--- config.mk ---
export PLATFORM = sky130hd
export DESIGN_NAME = snake_engine
export DESIGN_NICKNAME = d
export VERILOG_FILES = /design/src/rtl/snake_pkg.sv /design/src/rtl/snake_seg_ram.sv /design/src/rtl/snake_engine.sv
export SDC_FILE = /design/constraint.sdc
export NUM_CORES = 1
export LEC_CHECK = 0
export CORE_MARGIN = 1.5
export CORE_UTILIZATION = 50
export DETAILED_ROUTE_END_ITERATION = 10
export DONT_BUFFER_PORTS = 1
export GPL_TIMING_DRIVEN = 1
export SLEW_MARGIN = 20
export SYNTH_ARGS = -nofsm -noshare
export SYNTH_HDL_FRONTEND = slang
export SYNTH_SLANG_ARGS = --single-unit
--- constraint.sdc ---
create_clock -name clk -period 10.3 [get_ports clk]
set_input_delay 1.545 -clock clk [delete_from_list [all_inputs] [get_ports clk]]
set_output_delay 1.545 -clock clk [all_outputs]
set_load 0.01 [all_outputs]
--- src/rtl/snake_pkg.sv ---
// snake_pkg: shared encodings for the snake engine.
// Holds the direction codes, the pixel colour codes, the FSM state constants
// and the helper that returns the opposite of a direction.
package snake_pkg;

    // Direction encoding carried on dir_req and held in the engine
    localparam logic [1:0] DIR_UP    = 2'b00;
    localparam logic [1:0] DIR_DOWN  = 2'b01;
    localparam logic [1:0] DIR_LEFT  = 2'b10;
    localparam logic [1:0] DIR_RIGHT = 2'b11;

    // Colour codes on draw_colour
    localparam logic [1:0] COL_ERASE = 2'b00;
    localparam logic [1:0] COL_BODY  = 2'b01;
    localparam logic [1:0] COL_HEAD  = 2'b11;

    // FSM state encoding
    typedef logic [2:0] state_t;
    localparam state_t ST_INIT      = 3'd0;
    localparam state_t ST_IDLE      = 3'd1;
    localparam state_t ST_CALC      = 3'd2;
    localparam state_t ST_CHECK     = 3'd3;
    localparam state_t ST_DRAW_TAIL = 3'd4;
    localparam state_t ST_DRAW_BODY = 3'd5;
    localparam state_t ST_DRAW_HEAD = 3'd6;
    localparam state_t ST_DEAD      = 3'd7;

    // Up/down and left/right differ only in bit 0, so flipping it reverses
    function automatic logic [1:0] reverse_of(input logic [1:0] d);
        return {d[1], ~d[0]};
    endfunction

endpackage

--- src/rtl/snake_seg_ram.sv ---
// snake_seg_ram: single-port segment store for the snake body.
// One address port shared by read and write; read data is registered
// (one-cycle latency). Contents are not reset: INIT rewrites every live entry.
module snake_seg_ram #(
    parameter int DEPTH = 64,
    parameter int W     = 15,
    parameter int AW    = $clog2(DEPTH)
) (
    input  logic          clk,
    input  logic          we,
    input  logic [AW-1:0] addr,
    input  logic [W-1:0]  wdata,
    output logic [W-1:0]  rdata
);

    logic [W-1:0] mem [DEPTH];

    // Synchronous write and registered read on the shared address
    always_ff @(posedge clk) begin
        if (we) begin
            mem[addr] <= wdata;
        end
        rdata <= mem[addr];
    end

endmodule

--- src/rtl/snake_engine.sv ---
// snake_engine: owns the snake body in a circular segment buffer, advances it
// on each accepted step, applies direction/growth/collision rules and streams
// erase/draw pixel beats over a valid/ready handshake.
// Optional build macro: SNAKE_WRAP_EN -- walls wrap around instead of killing.
module snake_engine
    import snake_pkg::*;
#(
    parameter int X_W      = 8,
    parameter int Y_W      = 7,
    parameter int GRID_X   = 160,
    parameter int GRID_Y   = 120,
    parameter int MAX_LEN  = 64,
    parameter int INIT_LEN = 6,
    parameter int START_X  = 20,
    parameter int START_Y  = 15
) (
    input  logic                           clk,
    input  logic                           reset_n,
    input  logic                           step,
    input  logic                           dir_valid,
    input  logic [1:0]                     dir_req,
    input  logic                           grow,
    input  logic                           restart,
    input  logic                           draw_ready,
    output logic                           draw_valid,
    output logic [X_W-1:0]                 draw_x,
    output logic [Y_W-1:0]                 draw_y,
    output logic [1:0]                     draw_colour,
    output logic                           busy,
    output logic                           game_over,
    output logic [$clog2(MAX_LEN+1)-1:0]   length
);

    localparam int PTR_W = $clog2(MAX_LEN);
    localparam int LEN_W = $clog2(MAX_LEN + 1);
    localparam int SEG_W = X_W + Y_W;

`ifdef SNAKE_WRAP_EN
    localparam bit WRAP_EN = 1'b1;
`else
    localparam bit WRAP_EN = 1'b0;
`endif

    // Control state
    state_t            state;
    logic              started;
    logic [PTR_W-1:0]  init_idx;
    logic [PTR_W-1:0]  head_ptr;
    logic [LEN_W-1:0]  length_q;
    logic [1:0]        dir;
    logic [1:0]        pend_dir;
    logic              pend_dir_vld;
    logic              pend_grow;
    logic              grow_now;
    logic [LEN_W-1:0]  chk_cnt;

    // Coordinate registers (no reset: always loaded before use)
    logic [X_W-1:0]    head_x, new_x, tail_x;
    logic [Y_W-1:0]    head_y, new_y, tail_y;

    // Combinational helpers
    logic [1:0]        eff_dir;
    logic [X_W-1:0]    calc_x;
    logic [Y_W-1:0]    calc_y;
    logic              wall_hit;
    logic              wall_dead;
    logic [Y_W-1:0]    init_y;
    logic              init_last;
    logic              init_beat_done;
    logic              chk_is_tail;
    logic              seg_hit;

    // RAM port
    logic              ram_we;
    logic [PTR_W-1:0]  ram_addr;
    logic [SEG_W-1:0]  ram_wdata;
    logic [SEG_W-1:0]  ram_rdata;

    snake_seg_ram #(
        .DEPTH (MAX_LEN),
        .W     (SEG_W),
        .AW    (PTR_W)
    ) u_seg_ram (
        .clk   (clk),
        .we    (ram_we),
        .addr  (ram_addr),
        .wdata (ram_wdata),
        .rdata (ram_rdata)
    );

    // INIT lays the body out vertically below the start cell, tail first
    assign init_y         = Y_W'(START_Y + INIT_LEN - 1) - Y_W'(init_idx);
    assign init_last      = (init_idx == PTR_W'(INIT_LEN - 1));
    assign init_beat_done = (state == ST_INIT) && started && draw_ready;

    // The tail entry only blocks the head when the body is not moving off it
    assign chk_is_tail = (chk_cnt == length_q);
    assign seg_hit     = (ram_rdata == {new_x, new_y}) && (!chk_is_tail || grow_now);

    assign wall_dead = wall_hit && !WRAP_EN;

    // Next head position: commit pending direction unless it reverses, step one cell
    always_comb begin
        eff_dir = dir;
        if (pend_dir_vld && (pend_dir != reverse_of(dir))) begin
            eff_dir = pend_dir;
        end
        calc_x   = head_x;
        calc_y   = head_y;
        wall_hit = 1'b0;
        case (eff_dir)
            DIR_UP: begin
                if (head_y == '0) begin
                    wall_hit = 1'b1;
                    calc_y   = Y_W'(GRID_Y - 1);
                end else begin
                    calc_y = head_y - Y_W'(1);
                end
            end
            DIR_DOWN: begin
                if (head_y == Y_W'(GRID_Y - 1)) begin
                    wall_hit = 1'b1;
                    calc_y   = '0;
                end else begin
                    calc_y = head_y + Y_W'(1);
                end
            end
            DIR_LEFT: begin
                if (head_x == '0) begin
                    wall_hit = 1'b1;
                    calc_x   = X_W'(GRID_X - 1);
                end else begin
                    calc_x = head_x - X_W'(1);
                end
            end
            default: begin
                if (head_x == X_W'(GRID_X - 1)) begin
                    wall_hit = 1'b1;
                    calc_x   = '0;
                end else begin
                    calc_x = head_x + X_W'(1);
                end
            end
        endcase
    end

    // RAM address/write mux: INIT fill, CHECK walk from head back to tail, head write
    always_comb begin
        ram_we    = 1'b0;
        ram_addr  = head_ptr - PTR_W'(chk_cnt);
        ram_wdata = {new_x, new_y};
        case (state)
            ST_INIT: begin
                ram_addr  = init_idx;
                ram_wdata = {X_W'(START_X), init_y};
                ram_we    = started && draw_ready;
            end
            ST_DRAW_HEAD: begin
                ram_addr = head_ptr + PTR_W'(1);
                ram_we   = draw_ready;
            end
            default: ;
        endcase
    end

    // Pixel beat presented from state; held unchanged while the plotter stalls
    always_comb begin
        draw_valid  = 1'b0;
        draw_x      = '0;
        draw_y      = '0;
        draw_colour = COL_ERASE;
        case (state)
            ST_INIT: begin
                if (started) begin
                    draw_valid  = 1'b1;
                    draw_x      = X_W'(START_X);
                    draw_y      = init_y;
                    draw_colour = init_last ? COL_HEAD : COL_BODY;
                end
            end
            ST_DRAW_TAIL: begin
                draw_valid  = 1'b1;
                draw_x      = tail_x;
                draw_y      = tail_y;
                draw_colour = COL_ERASE;
            end
            ST_DRAW_BODY: begin
                draw_valid  = 1'b1;
                draw_x      = head_x;
                draw_y      = head_y;
                draw_colour = COL_BODY;
            end
            ST_DRAW_HEAD: begin
                draw_valid  = 1'b1;
                draw_x      = new_x;
                draw_y      = new_y;
                draw_colour = COL_HEAD;
            end
            default: ;
        endcase
    end

    assign busy      = started && (state != ST_IDLE) && (state != ST_DEAD);
    assign game_over = (state == ST_DEAD);
    assign length    = length_q;

    // Control FSM: pending requests, move sequencing, pointers and length
    always_ff @(posedge clk or negedge reset_n) begin
        if (!reset_n) begin
            state        <= ST_INIT;
            started      <= 1'b0;
            init_idx     <= '0;
            head_ptr     <= '0;
            length_q     <= '0;
            dir          <= DIR_UP;
            pend_dir     <= DIR_UP;
            pend_dir_vld <= 1'b0;
            pend_grow    <= 1'b0;
            grow_now     <= 1'b0;
            chk_cnt      <= '0;
        end else begin
            started <= 1'b1;

            if (dir_valid) begin
                pend_dir     <= dir_req;
                pend_dir_vld <= 1'b1;
            end else if (state == ST_CALC) begin
                pend_dir_vld <= 1'b0;
            end

            if (grow) begin
                pend_grow <= 1'b1;
            end else if (state == ST_CALC) begin
                pend_grow <= 1'b0;
            end

            case (state)
                ST_INIT: begin
                    if (init_beat_done) begin
                        if (init_last) begin
                            head_ptr <= PTR_W'(INIT_LEN - 1);
                            length_q <= LEN_W'(INIT_LEN);
                            dir      <= DIR_UP;
                            init_idx <= '0;
                            state    <= ST_IDLE;
                        end else begin
                            init_idx <= init_idx + PTR_W'(1);
                        end
                    end
                end
                ST_IDLE: begin
                    if (step) begin
                        state <= ST_CALC;
                    end
                end
                ST_CALC: begin
                    dir      <= eff_dir;
                    grow_now <= pend_grow && (length_q != LEN_W'(MAX_LEN));
                    chk_cnt  <= '0;
                    state    <= wall_dead ? ST_DEAD : ST_CHECK;
                end
                ST_CHECK: begin
                    // Read data lags the address by one cycle, so count 0 has nothing to compare
                    chk_cnt <= chk_cnt + LEN_W'(1);
                    if (chk_cnt != '0) begin
                        if (seg_hit) begin
                            state <= ST_DEAD;
                        end else if (chk_is_tail) begin
                            state <= grow_now ? ST_DRAW_BODY : ST_DRAW_TAIL;
                        end
                    end
                end
                ST_DRAW_TAIL: begin
                    if (draw_ready) begin
                        state <= ST_DRAW_BODY;
                    end
                end
                ST_DRAW_BODY: begin
                    if (draw_ready) begin
                        state <= ST_DRAW_HEAD;
                    end
                end
                ST_DRAW_HEAD: begin
                    if (draw_ready) begin
                        head_ptr <= head_ptr + PTR_W'(1);
                        if (grow_now) begin
                            length_q <= length_q + LEN_W'(1);
                        end
                        state <= ST_IDLE;
                    end
                end
                ST_DEAD: begin
                    if (restart) begin
                        init_idx     <= '0;
                        pend_dir_vld <= 1'b0;
                        pend_grow    <= 1'b0;
                        state        <= ST_INIT;
                    end
                end
                default: state <= ST_INIT;
            endcase
        end
    end

    // Coordinate registers: current head, candidate head and captured tail
    always_ff @(posedge clk) begin
        if (init_beat_done && init_last) begin
            head_x <= X_W'(START_X);
            head_y <= Y_W'(START_Y);
        end else if ((state == ST_DRAW_HEAD) && draw_ready) begin
            head_x <= new_x;
            head_y <= new_y;
        end
        if (state == ST_CALC) begin
            new_x <= calc_x;
            new_y <= calc_y;
        end
        if ((state == ST_CHECK) && chk_is_tail) begin
            {tail_x, tail_y} <= ram_rdata;
        end
    end

endmodule
-- Word-level counts from Yosys, hierarchy flattened
Memories as Yosys holds them, arrays and structs flattened. A register that Yosys moved wholly into a read port is not among the register bits.
Cells that the tools add are included.
- add/subtract/negate cells: 10
- multiply operators: 0
- div/mod/pow operators: 0
- order comparisons: 0
- eq/ne operators: 28
- shift-type cells: 0
- muxes and demuxes: 64
- bitwise operators: 1
- reductions and logical operators: 29
- operators with widths (kind ; count):
    two-way mux 7 bit ; 7
    one-hot mux 7 bit (2 select lines) ; 3
    two-way mux 6 bit ; 6
    one-hot mux 6 bit (2 select lines) ; 3
    two-way mux 3 bit ; 11
    one-hot mux 8 bit (4 select lines) ; 1
    one-hot mux 7 bit (4 select lines) ; 1
    one-hot mux 3 bit (8 select lines) ; 1
    adder 7 x 1 -> 7 bit (second input constant) ; 3
    inequality test 2 bit (second input constant) ; 9
    two-way mux 1 bit ; 16
    two-way mux 8 bit ; 2
    one-hot mux 8 bit (2 select lines) ; 1
    == test 15 bit ; 1
    two-way mux 15 bit ; 1
    adder 6 x 1 -> 6 bit (second input constant) ; 2
    == test 3 bit (second input constant) ; 4
    logical AND 1 bit ; 11
    two-way mux 2 bit ; 5
    AND reduction 9 bit ; 1
    adder 8 x 1 -> 8 bit (second input constant) ; 1
    == test 8 bit (second input constant) ; 1
    logical NOT 8 bit ; 1
    nonzero test 2 bit ; 4
    other kinds (32) ; 36
- register bits after elaboration: 82
- latch bits: 0
- bits in writable memories: 960
- memory bits (read-only): 0
- bits of input ports: 9
- memories kept: 1
- memories (memory ; words ; width ; rd ports ; clocked after memory_dff ; write ports ; line ; source):
    u_seg_ram.mem ; 64 ; 15 ; 1 ; 1 ; 1 ; snake_seg_ram.sv:16 ; logic [W-1:0] mem [DEPTH];

-- Longest topological paths before layout
- depth after elaboration: 8
- mapped depth: 15
- gate-level depth less buffers: 12

-- Cells and area by module
From an unflattened synthesis, not the netlist that was laid out.
- cell total of the unflattened synthesis: 2784
- area total of the unflattened synthesis: 42843.6 µm²
- by module, submodules not included (module ; instances ; cells each ; area an instance (µm²)):
    snake_seg_ram ; 1 ; 2131 ; 37263.2
    snake_engine ; 1 ; 653 ; 5580.4

-- Least setup slack after synthesis
No wires, ideal clock.
- path type: reg2reg
- start point: reg state[1]
- end point: mem u_seg_ram.mem[0][4] (data pin)
- data arrival time: 3.826 ns
- slack: 5.773 ns
- stages on the path, launching flop included: 6
- period minus slack after synthesis: 4.527 ns
- cells stage by stage: dfrtp_1 buf_6 or3_4 clkbuf_1 clkbuf_1 o21ai_0
- longest elaborated chain between the ends: 2
- ends and longest elaborated chain (item ; line ; source):
    start, declared ; snake_engine.sv:45 ; state_t state;
    start signal, assigned ; snake_engine.sv:260 ; state <= wall_dead ? ST_DEAD : ST_CHECK;
    start signal, assigned ; snake_engine.sv:269 ; state <= grow_now ? ST_DRAW_BODY : ST_DRAW_TAIL;
    logical NOT 3 bit ; snake_engine.sv:152 ; case (state)
    two-way mux 15 bit ; snake_engine.sv:152 ;
    via ram_wdata[4] ; snake_engine.sv:76 ; logic [SEG_W-1:0] ram_wdata;
    end, declared ; snake_seg_ram.sv:16 ;
The timed path passes the listed nets, and every way through them passes these cells.

-- Final worst setup path
- start point: reg state[0]
- end point: reg u_seg_ram.rdata[1], read port of u_seg_ram.mem
- longest elaborated chain between the ends: 2
- elaborated cells on any way between the ends: 3
- those cells by class: 1 x eq/ne; 1 x mux; 1 x reduce/logical
- ends and longest elaborated chain (item ; line ; source):
    == test 3 bit / logical NOT 3 bit (equally long branches) ; snake_engine.sv:152 ;
    one-hot mux 6 bit (2 select lines) (*) ; snake_engine.sv:152 ;
    end, declared ; snake_seg_ram.sv:13 ; output logic [W-1:0] rdata
Mark *: on every way between the ends. The rest lies on a longest branch, timed or not.
A chain may end at the register's enable or synchronous reset.

==> run_results.csv <==
group,metric,value,unit
global_routing,grt_pass1_wl,164,mm
yosys,synth_ff_type,"edfxtp_1",
clock_tree,clk_pin_slew,0.06,ns
clock_tree,postCtsSetupBuffers,0,
timing,slew_headroom,22.8,%
die,die_height,298,µm
timing,setup_tns,0,ns
routing,avgViaCountPerCell,6.07,
placement,pre_cts_ws,5.44,ns
yosys,synth_area_leader_cell,"edfxtp_1",
routing,drc,0,
critical_path,startpoint_type,"register",
placement,dp_hpwl,69.0,mm
yosys,synth-edff-count,990,
timing,skew,0.0424,ns
yosys,synth_area,43400,µm²
critical_path,crit_type,"register to register",
yosys,synth_seq_cells,1057,
finish,drive_gt1_share,10.8,%
yosys,synthTopCellsByArea,"edfxtp_1 (69%), mux2i_1 (12%), o22ai_1 (4.4%)",
global_routing,track_usage,25.4,%
timing,worst_slew_pin_slew,1.16,ns
yosys,synth_nets,2823,
hold_path,hp-class,"register to register",
timing,fin_crit_sh,47.8,%
yosys,async_reset_ff_share,3.50,%
global_routing,antenna_found_initial,3,
status,status,"completed",
timing,setup_slack,5.38,ns
finish,nets,2858,
yosys,synth-seq-area-share,72.0,%
critical_path,required,10.82,ns
clock_tree,postCtsResizedCells,0,
clock_tree,cts_tree,"yes",
yosys,synth_cell_types,70,
critical_path,crit_fanout,128,
routing,final_antenna_net_count,0,
timing,period_needed,4.92,ns
yosys,yosysMostFrequentCell,"edfxtp_1",
die,ios,36,
timing,finalMaxSlewViolations,0,
die,initial_core_util,50.7,%
routing,first_iter_violations,2759,
clock_tree,cts_sinks,1057,
die,rows,107,
die,fp.dieW,298,µm
global_routing,grt_pass1_vias,23900,
yosys,avgSynthCellArea,15.5,µm²
clock_tree,numCtsBuffers,108,
placement,portBuffers,0,
yosys,synth_common_cells,"edfxtp_1 (990), mux2i_1 (499), o22ai_1 (306)",
clock_tree,cts_root_buffer,"clkbuf_16",
timing,finalSetupViolCount,0,
routing,first_pass_iters,6,
routing,vias,24700,
clock_tree,cts_buffer_depth,3,
yosys,synth_top_area_share,68.5,%
die,core_area,85500,µm²
critical_path,critPathArrivalTime,5.44,ns
die,fp.dieArea,88600,µm²
routing,wl_per_cell,27.9,µm
finish,areaGrowthSynthToFinish,11.2,%
global_routing,grt_start_max_net_pins,135,
timing,final_hold_viol_count,0,
finish,fillers,6643,
placement,place_congestion,0.907,
critical_path,worst_setup_path_end_kind,"register",
timing,grt_setup_unrepaired,"no",
clock_tree,clock_latency,0.69,ns
routing,wirelength,113,mm
yosys,netlist_instances,2794,
global_routing,grt_overflow,0,
clock_tree,htree_levels,3,
flow_run,drv_cap,0,
clock_tree,hold_buffers,0,
yosys,ys_warn_count,0,
timing,timing.fmax,203,MHz
-- stage by stage --
stage,hold slack [ns],std cells,cell area (µm²),utilization [%]
after CTS,0.516,4063,48200,56.4
final,0.525,4065,48300,56.4
after detailed placement,0.505,3862,44700,52.2
after global placement,0.484,3862,44700,52.2
after global routing,0.521,4064,48300,56.4
after floorplan,0.428,2794,43400,-
-- worst max-delay path, stage by stage, from the launching register on --
cell,delay (ns)
dfrtp_2,0.34
buf_4,0.49
nand2b_1,0.26
o22ai_2,0.12
a221oi_4,0.40
buf_12,0.57
buf_4,0.79
mux2i_1,0.27
o22ai_1,0.10
nor2_1,0.36
o22ai_1,0.32
or4_1,0.58
-- path summary, 6_finish.rpt --
check	startpoint	end	slack (ns)	depth (start not counted)
worst max-delay path	state[0]$_DFFE_PN0P_	u_seg_ram.rdata[1]$_DFF_P_	5.38	11
worst min-delay path	pend_grow$_DFF_PN0_	pend_grow$_DFF_PN0_	0.52	2
worst max register to register	state[0]$_DFFE_PN0P_	u_seg_ram.rdata[1]$_DFF_P_	5.38	11
worst min register to register	pend_grow$_DFF_PN0_	pend_grow$_DFF_PN0_	0.52	2
max in group asynchronous	reset_n	head_ptr[3]$_DFFE_PN0P_	9.66	0
min in group asynchronous	reset_n	init_idx[5]$_DFFE_PN0P_	0.55	0
-- state kept, by name, indices dropped and copies added (netlist names), 7 cells and up --
| name | cells |
|---|---|
| new_y | 7 |
| tail_x | 8 |
| chk_cnt | 7 |
| new_x | 8 |
| u_seg_ram.mem | 960 |
| u_seg_ram.rdata | 15 |
| head_y | 7 |
| head_x | 8 |
| tail_y | 7 |
| length | 7 |
-- routing by layer --
layer	track usage (%)	up-vias	wire length (µm)
li1	-	11000	-
met1	36.3	12600	49000
met2	39.0	957	51800
met3	4.58	166	8340
met4	9.29	2	4110
met5	0	-	13
-- cell families (layout without fill, tap and decap cells) --
logic type / after synthesis / count (layout) / share of synthesized area, %
xor gates and xnor gates: 48 / 48 / 0.969
AOI/OAI and AO/OA: 483 / 483 / 6.96
DFF: 1057 / 1057 / 72.0
muxes: 507 / 507 / 11.7
and+or+nand+nor: 487 / 487 / 5.20
adders and majority gates: 20 / 20 / 0.594
buffers and inverters: 191 / 317 / 2.52
other: 1 / 2 / 0.00864
-- final cells by class --
type	count	area (µm²)	share of cell area, %
Antenna cell	1	2.50	0.00519
Clock buffer	126	2840	5.89
Clock inverter	75	689	1.43
Inverter	23	86.3	0.179
Multi-Input combinational cell	1546	11200	23.2
Sequential cell	1057	31300	64.8
Tap cell	1144	1430	2.97
Timing Repair Buffer	93	768	1.59
-- placed cells by master (no fill, tap or decap), types with 16 or more instances in the layout --
master / n
clkinv_1: 21
or4_1: 17
ha_1: 19
o22ai_1: 306
xor2_1: 32
o21ai_0: 66
nor2_1: 220
buf_4: 88
mux2i_1: 499
a21oi_1: 42
edfxtp_1: 990
clkinv_2: 32
dfxtp_1: 30
dfrtp_1: 36
clkbuf_16: 111
nand3_1: 30
nand2b_1: 16
inv_1: 23
xnor2_1: 16
nand2_1: 102
Power is left out: the tool's default activity adds up to more than one toggle a clock period on the data nets, which glitch-free logic cannot reach.
